--- config.mk ---
export PLATFORM = sky130hd
export DESIGN_NAME = seg7_scan_driver_flat
export DESIGN_NICKNAME = d
export VERILOG_FILES = /design/src/rtl/seg7_scan_driver_pkg.sv /design/src/rtl/seg7_scan_driver_if.sv /design/src/rtl/seg7_scan_driver_bcd_to_seg7.sv /design/src/rtl/seg7_scan_driver.sv /design/src/flat_wrapper.sv
export SDC_FILE = /design/constraint.sdc
export NUM_CORES = 1
export LEC_CHECK = 0
export BUFFER_PORTS_ARGS = -buffer_cell sky130_fd_sc_hd__buf_2
export CORE_UTILIZATION = 49
export DETAILED_ROUTE_END_ITERATION = 6
export PLACE_DENSITY_LB_ADDON = 0.2
export SETUP_SLACK_MARGIN = 0.1
export SLEW_MARGIN = 20
export SYNTH_ARGS = -nofsm -noshare
export SYNTH_HDL_FRONTEND = slang
export SYNTH_SLANG_ARGS = --single-unit
--- constraint.sdc ---
create_clock -name clk -period 5.8 [get_ports clk]
set_input_delay 0 -clock clk [delete_from_list [all_inputs] [get_ports clk]]
set_output_delay 0 -clock clk [all_outputs]
set_load 0.01 [all_outputs]
--- src/rtl/seg7_scan_driver_pkg.sv ---
// Shared constants for the seven-segment scan driver: active-low segment codes
// and the prescaler width helper.
package seg7_pkg;

  localparam logic [6:0] SEG_OFF  = 7'h7F;
  localparam logic [6:0] SEG_DASH = 7'b0111111;

  // Active-low {g,f,e,d,c,b,a} patterns, indexed by BCD value 0..9.
  localparam logic [9:0][6:0] DIGIT_CODES = {
    7'b0010000,  // 9
    7'b0000000,  // 8
    7'b1111000,  // 7
    7'b0000010,  // 6
    7'b0010010,  // 5
    7'b0011001,  // 4
    7'b0110000,  // 3
    7'b0100100,  // 2
    7'b1111001,  // 1
    7'b1000000   // 0
  };

  function automatic int prescaler_width(input int div);
    return (div <= 2) ? 1 : $clog2(div);
  endfunction

endpackage

--- src/rtl/seg7_scan_driver_if.sv ---
// Digit/control inputs and display pin outputs of the scan driver, bundled for
// connection between the counter datapath (master) and the driver (slave).
interface seg7_scan_driver_if #(
  parameter int N_DIGITS = 4
);

  logic [4*N_DIGITS-1:0] digits;
  logic [N_DIGITS-1:0]   dp_in;
  logic                  blank_lz;
  logic                  enable;
  logic [N_DIGITS-1:0]   an;
  logic [6:0]            seg;
  logic                  dp;
  logic                  frame;

  modport master (
    output digits, dp_in, blank_lz, enable,
    input  an, seg, dp, frame
  );

  modport slave (
    input  digits, dp_in, blank_lz, enable,
    output an, seg, dp, frame
  );

endinterface

--- src/rtl/seg7_scan_driver_bcd_to_seg7.sv ---
// Combinational BCD to active-low seven-segment decoder; codes above 9 show a dash.
module bcd_to_seg7
  import seg7_pkg::*;
(
  input  logic [3:0] bcd_i,
  output logic [6:0] seg_o
);

  always_comb begin
    seg_o = SEG_DASH;
    if (bcd_i <= 4'd9) begin
      seg_o = DIGIT_CODES[bcd_i];
    end
  end

endmodule

--- src/rtl/seg7_scan_driver.sv ---
// Multiplexes N BCD digits onto a common-anode display; digits are captured once
// per frame so a scan never mixes values from two different counter states.
module seg7_scan_driver
  import seg7_pkg::*;
#(
  parameter int N_DIGITS = 4,
  parameter int SCAN_DIV = 100000
) (
  input  logic               clk,
  input  logic               rst_n,
  seg7_scan_driver_if.slave  bus
);

  localparam int PW = prescaler_width(SCAN_DIV);
  localparam int IW = $clog2(N_DIGITS);
  localparam logic [PW-1:0] CNT_MAX = PW'(SCAN_DIV - 1);
  localparam logic [IW-1:0] IDX_MAX = IW'(N_DIGITS - 1);

  logic [PW-1:0]         cnt_q, cnt_d;
  logic [IW-1:0]         idx_q, idx_d;
  logic [4*N_DIGITS-1:0] snap_q, snap_d;
  logic [N_DIGITS-1:0]   dp_snap_q, dp_snap_d;
  logic                  lz_snap_q, lz_snap_d;
  logic                  frame_q, frame_d;
  logic [N_DIGITS-1:0]   an_q, an_d;
  logic [6:0]            seg_q, seg_d;
  logic                  dp_q, dp_d;

  logic                  tick;
  logic                  wrap;
  logic [N_DIGITS-1:0]   digit_zero;
  logic [N_DIGITS-1:0]   zero_from;
  logic [3:0]            cur_digit;
  logic [6:0]            dec_seg;
  logic                  blank_cur;

  assign tick = (cnt_q == CNT_MAX);
  assign wrap = tick && (idx_q == IDX_MAX);

  // zero_from[k]: snapshot digits k..N_DIGITS-1 are all zero (invalid codes are non-zero).
  genvar gi;
  generate
    for (gi = 0; gi < N_DIGITS; gi++) begin : g_zero
      assign digit_zero[gi] = (snap_q[4*gi +: 4] == 4'd0);
      if (gi == N_DIGITS - 1) begin : g_top
        assign zero_from[gi] = digit_zero[gi];
      end else begin : g_chain
        assign zero_from[gi] = digit_zero[gi] & zero_from[gi+1];
      end
    end
  endgenerate

  assign cur_digit = snap_q[4*idx_q +: 4];
  assign blank_cur = lz_snap_q && (idx_q != '0) && zero_from[idx_q];

  bcd_to_seg7 u_dec (
    .bcd_i (cur_digit),
    .seg_o (dec_seg)
  );

  always_comb begin
    cnt_d     = tick ? '0 : cnt_q + 1'b1;
    idx_d     = idx_q;
    snap_d    = snap_q;
    dp_snap_d = dp_snap_q;
    lz_snap_d = lz_snap_q;
    frame_d   = wrap;
    if (tick) begin
      idx_d = (idx_q == IDX_MAX) ? '0 : idx_q + 1'b1;
    end
    if (wrap) begin
      snap_d    = bus.digits;
      dp_snap_d = bus.dp_in;
      lz_snap_d = bus.blank_lz;
    end
  end

  // Output stage works from the current idx/snapshot, so pins lag the scan by one clock.
  always_comb begin
    an_d  = '1;
    seg_d = SEG_OFF;
    dp_d  = 1'b1;
    if (bus.enable) begin
      an_d  = ~(N_DIGITS'(1) << idx_q);
      seg_d = blank_cur ? SEG_OFF : dec_seg;
      dp_d  = ~dp_snap_q[idx_q];
    end
  end

  always_ff @(posedge clk or negedge rst_n) begin
    if (!rst_n) begin
      cnt_q     <= '0;
      idx_q     <= '0;
      snap_q    <= '0;
      dp_snap_q <= '0;
      lz_snap_q <= 1'b0;
      frame_q   <= 1'b0;
      an_q      <= '1;
      seg_q     <= SEG_OFF;
      dp_q      <= 1'b1;
    end else begin
      cnt_q     <= cnt_d;
      idx_q     <= idx_d;
      snap_q    <= snap_d;
      dp_snap_q <= dp_snap_d;
      lz_snap_q <= lz_snap_d;
      frame_q   <= frame_d;
      an_q      <= an_d;
      seg_q     <= seg_d;
      dp_q      <= dp_d;
    end
  end

  assign bus.an    = an_q;
  assign bus.seg   = seg_q;
  assign bus.dp    = dp_q;
  assign bus.frame = frame_q;

endmodule

--- src/flat_wrapper.sv ---
// flat-port wrapper written by rule: the top's interface ports become plain ports
module seg7_scan_driver_flat import seg7_pkg::*;
#(
  parameter int N_DIGITS = 4,
  parameter int SCAN_DIV = 100000
)
  (clk, rst_n, bus_digits, bus_dp_in, bus_blank_lz, bus_enable, bus_an, bus_seg, bus_dp, bus_frame);
  seg7_scan_driver_if #(.N_DIGITS(N_DIGITS)) bus_i ();
  input  logic clk;
  input  logic rst_n;
  input wire logic [$bits(bus_i.digits)-1:0] bus_digits;
  input wire logic [$bits(bus_i.dp_in)-1:0] bus_dp_in;
  input wire logic [$bits(bus_i.blank_lz)-1:0] bus_blank_lz;
  input wire logic [$bits(bus_i.enable)-1:0] bus_enable;
  output wire logic [$bits(bus_i.an)-1:0] bus_an;
  output wire logic [$bits(bus_i.seg)-1:0] bus_seg;
  output wire logic [$bits(bus_i.dp)-1:0] bus_dp;
  output wire logic [$bits(bus_i.frame)-1:0] bus_frame;
  assign bus_i.digits = bus_digits;
  assign bus_i.dp_in = bus_dp_in;
  assign bus_i.blank_lz = bus_blank_lz;
  assign bus_i.enable = bus_enable;
  assign bus_an = bus_i.an;
  assign bus_seg = bus_i.seg;
  assign bus_dp = bus_i.dp;
  assign bus_frame = bus_i.frame;
  seg7_scan_driver #(.N_DIGITS(N_DIGITS), .SCAN_DIV(SCAN_DIV)) u_core (.clk(clk), .rst_n(rst_n), .bus(bus_i));
endmodule
# Word level (Yosys, flattened, before mapping)
# Memory sizes are Yosys's and may differ from the RTL's.
# Cells that the tools add are included.
# Widths: inputs -> output; s select.
dict set report op_classes {
  add_sub_neg 2
  order_cmp 3
  n_eq_ne 2
  shifts 2
  mux 12
  bitwise 5
  reduce_logical 8
}
# op count
set ops {}
lappend ops {{$mux 7} 4}
lappend ops {{$add 17x1->17 const B} 1}
lappend ops {{$eq 17x17->1 const B} 1}
lappend ops {{$mux 17} 1}
lappend ops {{$logic_not 4->1} 4}
lappend ops {{$shiftx 16x5->4} 1}
lappend ops {{$lt 4x5->1 const B} 1}
lappend ops {{$bmux 1 s2} 2}
lappend ops {{$le 4x4->1 const B} 1}
lappend ops {{$mux 4} 1}
lappend ops {{$not 4->4} 1}
lappend ops {{$shl 1x2->4 const A} 1}
lappend ops {{$and 1x1->1} 3}
lappend ops {{$logic_and 1x1->1} 3}
lappend ops {{$lt 2x3->1 const B} 1}
lappend ops {{$mux 1} 3}
lappend ops {{$add 2x1->2 const B} 1}
lappend ops {{$eq 2x2->1 const B} 1}
lappend ops {{$mux 2} 1}
lappend ops {{$reduce_bool 2->1} 1}
lappend ops {{$not 1->1} 1}
dict set report word_totals {
  register_bits 53
  romBits 112
  input_bits 24
  output_inout_bits 13
  elab_cells 44
  mem_count 1
}
# memory depth width read_ports rd_ports_with_merged_regs wr line_no
set mem_list {}
lappend mem_list {{(name not given)} 16 7 1 0 0 seg7_scan_driver_bcd_to_seg7.sv:12} ;# seg_o = DIGIT_CODES[bcd_i];

# Logic depth before layout (Yosys ltp)
dict set report logic_depth {
  ltp_word 9
  ltp_mapped 8
  mapped_depth_nobuf 7
}

# By module
# Synthesis repeated with hierarchy kept, for this count alone.
dict set report hier_totals {
  hier_cells 209
  hier_area_um2 2665.1
}
# module instances cells_each area_per_inst_um2 seq_area_each_um2
set modules_own_cells {}
lappend modules_own_cells {seg7_scan_driver 1 184 2449.8 1341.3}
lappend modules_own_cells {bcd_to_seg7 1 25 215.2 0.0}

# Worst setup path before layout
# OpenSTA, ideal clock, no wires.
dict set report synth_timing {
  path_type {reg-to-reg}
  from {register u_core.idx_q[1]}
  to {register u_core.seg_q[0], in the netlist u_core.bus.seg[0]}
  setup_ns 0.097
  arrival_ns 1.960
  required_ns 5.703
  path_slack_ns 3.744
  stages_incl_launch_ff 9
  path_buffers 1
  period_less_slack_ns 2.056
  path_cell_list {dfrtp_1 buf_2 mux4_2 inv_1 ha_1 nor2_1 or3b_1 o21ai_0 nand3_1}
}
dict set report synth_between {
  elab_chain_cells 6
  elab_cells_between_ends 12
  classes_between {order compare: 1; shift: 1; mux: 6; reduce/logical: 3; memory: 1}
}
# item line_no
set synth_rtl {}
lappend synth_rtl {{start: declaration} seg7_scan_driver.sv:20} ;# logic [IW-1:0] idx_q, idx_d;
lappend synth_rtl {{start signal: assignment} seg7_scan_driver.sv:103} ;# idx_q <= idx_d;
lappend synth_rtl {{$shiftx 16x5->4} seg7_scan_driver.sv:53} ;# assign cur_digit = snap_q[4*idx_q +: 4];
lappend synth_rtl {{$mem_v2 16x7} -}
lappend synth_rtl {{$mux 7 (implied by the code)} seg7_scan_driver_bcd_to_seg7.sv:12}
lappend synth_rtl {{$mux 7} seg7_scan_driver_bcd_to_seg7.sv:11} ;# if (bcd_i <= 4'd9) begin
lappend synth_rtl {{$mux 7 *} seg7_scan_driver.sv:85} ;# seg_d = blank_cur ? SEG_OFF : dec_seg;
lappend synth_rtl {{$mux 7 *} seg7_scan_driver.sv:83} ;# if (bus.enable) begin
lappend synth_rtl {{via u_core.seg_d[0]} seg7_scan_driver.sv:26} ;# logic [6:0] seg_q, seg_d;
lappend synth_rtl {{end signal: assignment} seg7_scan_driver.sv:109} ;# seg_q <= seg_d;
lappend synth_rtl {{end: declaration} seg7_scan_driver.sv:26}
# The timed path passes the listed nets; every way through them passes the cells marked *. The select of a mux whose other input is x is not followed.
# A chain may end at the register's enable or synchronous reset.

# Worst setup path after layout
# Same ends and word-level chain as after synthesis.

==> flow_summary.json <==
{
  "outcome": "finished clean",
  "switching_share_pct": 20.8,
  "placement_rows": 26,
  "gp_congestion": 0.844,
  "ys_top_cells_by_count": "41 x dfrtp_1, 19 x mux2_4, 16 x nor2_1, 15 x nand2_1, 12 x dfstp_2",
  "synth_most_common_cell": "dfrtp_1",
  "slew_violations": 0,
  "antenna_found_initial": 0,
  "yosys.area.top_type_share_pct": 39.9,
  "io_buffers": 36,
  "synthFlopType": "dfrtp_1",
  "syn-num-nets": 239,
  "fin_ws_ns": 3.55,
  "hold_viol": 0,
  "insertion_delay_ns": 0.30,
  "hold_path.class": "primary input to async pin",
  "h-tree-depth": 2,
  "yosys_warnings": 0,
  "path_max_fanout": 9,
  "io_pins": 37,
  "relSlewSlack_pct": 57.2,
  "r2r_cells": 7,
  "drt_wl_total_mm": 4.59,
  "setup_tns_ns": 0,
  "grt_util_all_layers_pct": 19.2,
  "syn_avg_cell_area_um2": 12.5,
  "max_stage_delay_ns": 0.62,
  "route.antenna.remaining_nets": 0,
  "cp-end-kind": "register",
  "cts_setup_buffers": 0,
  "period_needed_ns": 2.25,
  "cap_viol_max_count": 0,
  "cp_slowest_cell": "mux4_2",
  "synth_edf_count": 0,
  "cts_tree": "built",
  "design.core.area_um2": 5070,
  "power.total_w": 0.000707,
  "grt_pass1_vias": 1638,
  "crit_chain": "mux4_2, inv_1, ha_1, nor2_1, or3b_1, o21ai_0, nand3_1",
  "worstSetupStartpointType": "register",
  "ys_top_cells_by_area": "dfrtp_1 40%, dfstp_2 12%, mux2_4 11%",
  "r2r-start": "u_core.idx_q[1]",
  "overflow": 0,
  "synth_seq_cells": 53,
  "clock_skew_ns": 0.00494,
  "cts-hold-fix-buffers": 23,
  "reg2reg_to": "u_core.bus.seg[0]",
  "clkPwrFrac_pct": 36.1,
  "area_delta_synth_final_pct": 22.0,
  "crit_type": "register to register",
  "intPower_w": 0.000560,
  "root_buffer": "clkbuf_8",
  "async_flop_share_pct": 100,
  "synth_seq_area_share_pct": 52.2,
  "r2r_slack_ns": 3.55,
  "pwr-share-comb_pct": 8.7,
  "post-route-period-util_pct": 38.8,
  "clk_pin_slew_ns": 0.09,
  "drt_iter0_markers": 71,
  "wire_per_inst_um": 13.7,
  "dp_hpwl_mm": 3.12,
  "cts_resized": 0,
  "switchingPower_w": 0.000147,
  "cts_buffers": 5,
  "syn_area_um2": 2570,
  "remaining_drc_errors": 0,
  "fp.dieArea_um2": 5540,
  "leakage_nw": 1.43,
  "vias_per_cell": 5.11,
  "rsz0062_at_grt": "no",
  "ys_types": 41,
  "place_ws_ns": 3.55,
  "drt_pass1_iterations": 4,
  "tightest_slew_ns": 0.642,
  "power_per_cell_area_nw_per_um2": 225,
  "seq_power_share_pct": 55.2,
  "max_freq_mhz": 445,
  "synth_top_area_cell": "dfrtp_1",
  "cts.sinks": 53,
  "drive_gt1_share_pct": 31.7,
  "num_antenna_cells": 0,
  "synth_cells": 205,
  "vdd_ir_drop_max_mv": 0.134,
  "start_util_pct": 50.7,
  "die_width_um": 74.4,
  "vias": 1713,
  "arrival_ns": 2.48,
  "fin_nets": 298,
  "setup_violations": 0,
  "grt_pass1_wl_mm": 7.90,
  "die_height_um": 74.4,
  "worstPathRequired_ns": 6.03,
  "grt_start_max_net_pins": 54,
  "clock_path_buffers": 2
}
[worst max-delay path: cells and delay by family (launching register included)]
kind | cells | cell delay (ns)
buffers and inverters | 1 | 0.12
AOI/OAI and AO/OA | 1 | 0.09
DFF | 1 | 0.61
adders and majority gates | 1 | 0.17
muxes | 1 | 0.62
and+or+nand+nor | 3 | 0.56
[logic make-up after synthesis]
group,count (synthesis),synth area share [%]
AND/OR/NAND/NOR,68,14.2
adder cells (fa/ha/maj),10,4.87
AO/OA/AOI/OAI,20,4.87
XOR/XNOR,13,4.43
buffers and inverters,15,3.16
flip-flops,53,52.2
multiplexers,26,16.4
[area by class of cell]
type / count / area [um^2]
flip-flops and latches: 53 / 1340
repair buffers: 60 / 418
clock inverters: 1 / 30.0
clock buffers: 7 / 86.3
inverters: 7 / 26.3
multi-input cells: 137 / 1150
well taps: 70 / 87.6
fillers: 423 / 1940
[how the worst max path moves through the flow]
stage | from | end | slack (ns)
floorplan | u_core.idx_q[1] | u_core.bus.seg[0] | 3.74
global placement | u_core.idx_q[1] | u_core.bus.seg[0] | 3.56
detailed placement | u_core.idx_q[1] | u_core.bus.seg[0] | 3.55
CTS | u_core.idx_q[1] | u_core.bus.seg[0] | 3.53
global route | u_core.idx_q[1] | u_core.bus.seg[0] | 3.34
finish | u_core.idx_q[1] | u_core.bus.seg[0] | 3.55
[cell usage in the layout (no fill, tap or decap), types with 7 or more instances in the layout]
cell / n
buf_2: 36
dfrtp_1: 41
dfstp_2: 12
dlygate4sd3_1: 23
ha_1: 10
inv_1: 7
mux2_4: 19
nand2_1: 15
nand3_1: 9
nor2_1: 16
xnor2_1: 9
[per-layer routing]
layer	wire length, um	track usage, %	vias up
li1	-	-	842
met4	48	4.40	0
met3	157	4.20	5
met5	0	0	-
met1	2430	29.4	826
met2	1960	27.7	40
[registers in the layout, summed over array words and instances (netlist names)]
| name | count |
|---|---|
| u_core.idx_q | 2 |
| u_core.bus.an | 4 |
| u_core.lz_snap_q | 1 |
| u_core.cnt_q | 17 |
| u_core.bus.seg | 7 |
| u_core.bus.frame | 1 |
| u_core.dp_snap_q | 4 |
| u_core.snap_q | 16 |
| u_core.bus.dp | 1 |
[power by group through the flow]
stage	Sequential [W]	Combinational, W	Clock (W)
after floorplan	0.000398	0.0000254	0
after global placement	0.000397	0.0000493	0
after detailed placement	0.000398	0.0000500	0
after CTS	0.000391	0.0000618	0.000263
after global routing	0.000392	0.0000688	0.000275
final	0.000391	0.0000616	0.000255
[metrics by stage]
| stage | hold slack, ns | cell area [um^2] | cells | util (%) |
|---|---|---|---|---|
| finish | 0.340 | 3140 | 335 | 61.8 |
| global route | 0.431 | 3140 | 335 | 61.8 |
| CTS | 0.363 | 3140 | 335 | 61.8 |
| detailed placement | 0.158 | 2790 | 304 | 55.0 |
| global placement | 0.154 | 2790 | 304 | 55.0 |
| floorplan | -0.296 | 2570 | 205 | - |
Power figures use the tool's default switching activity.
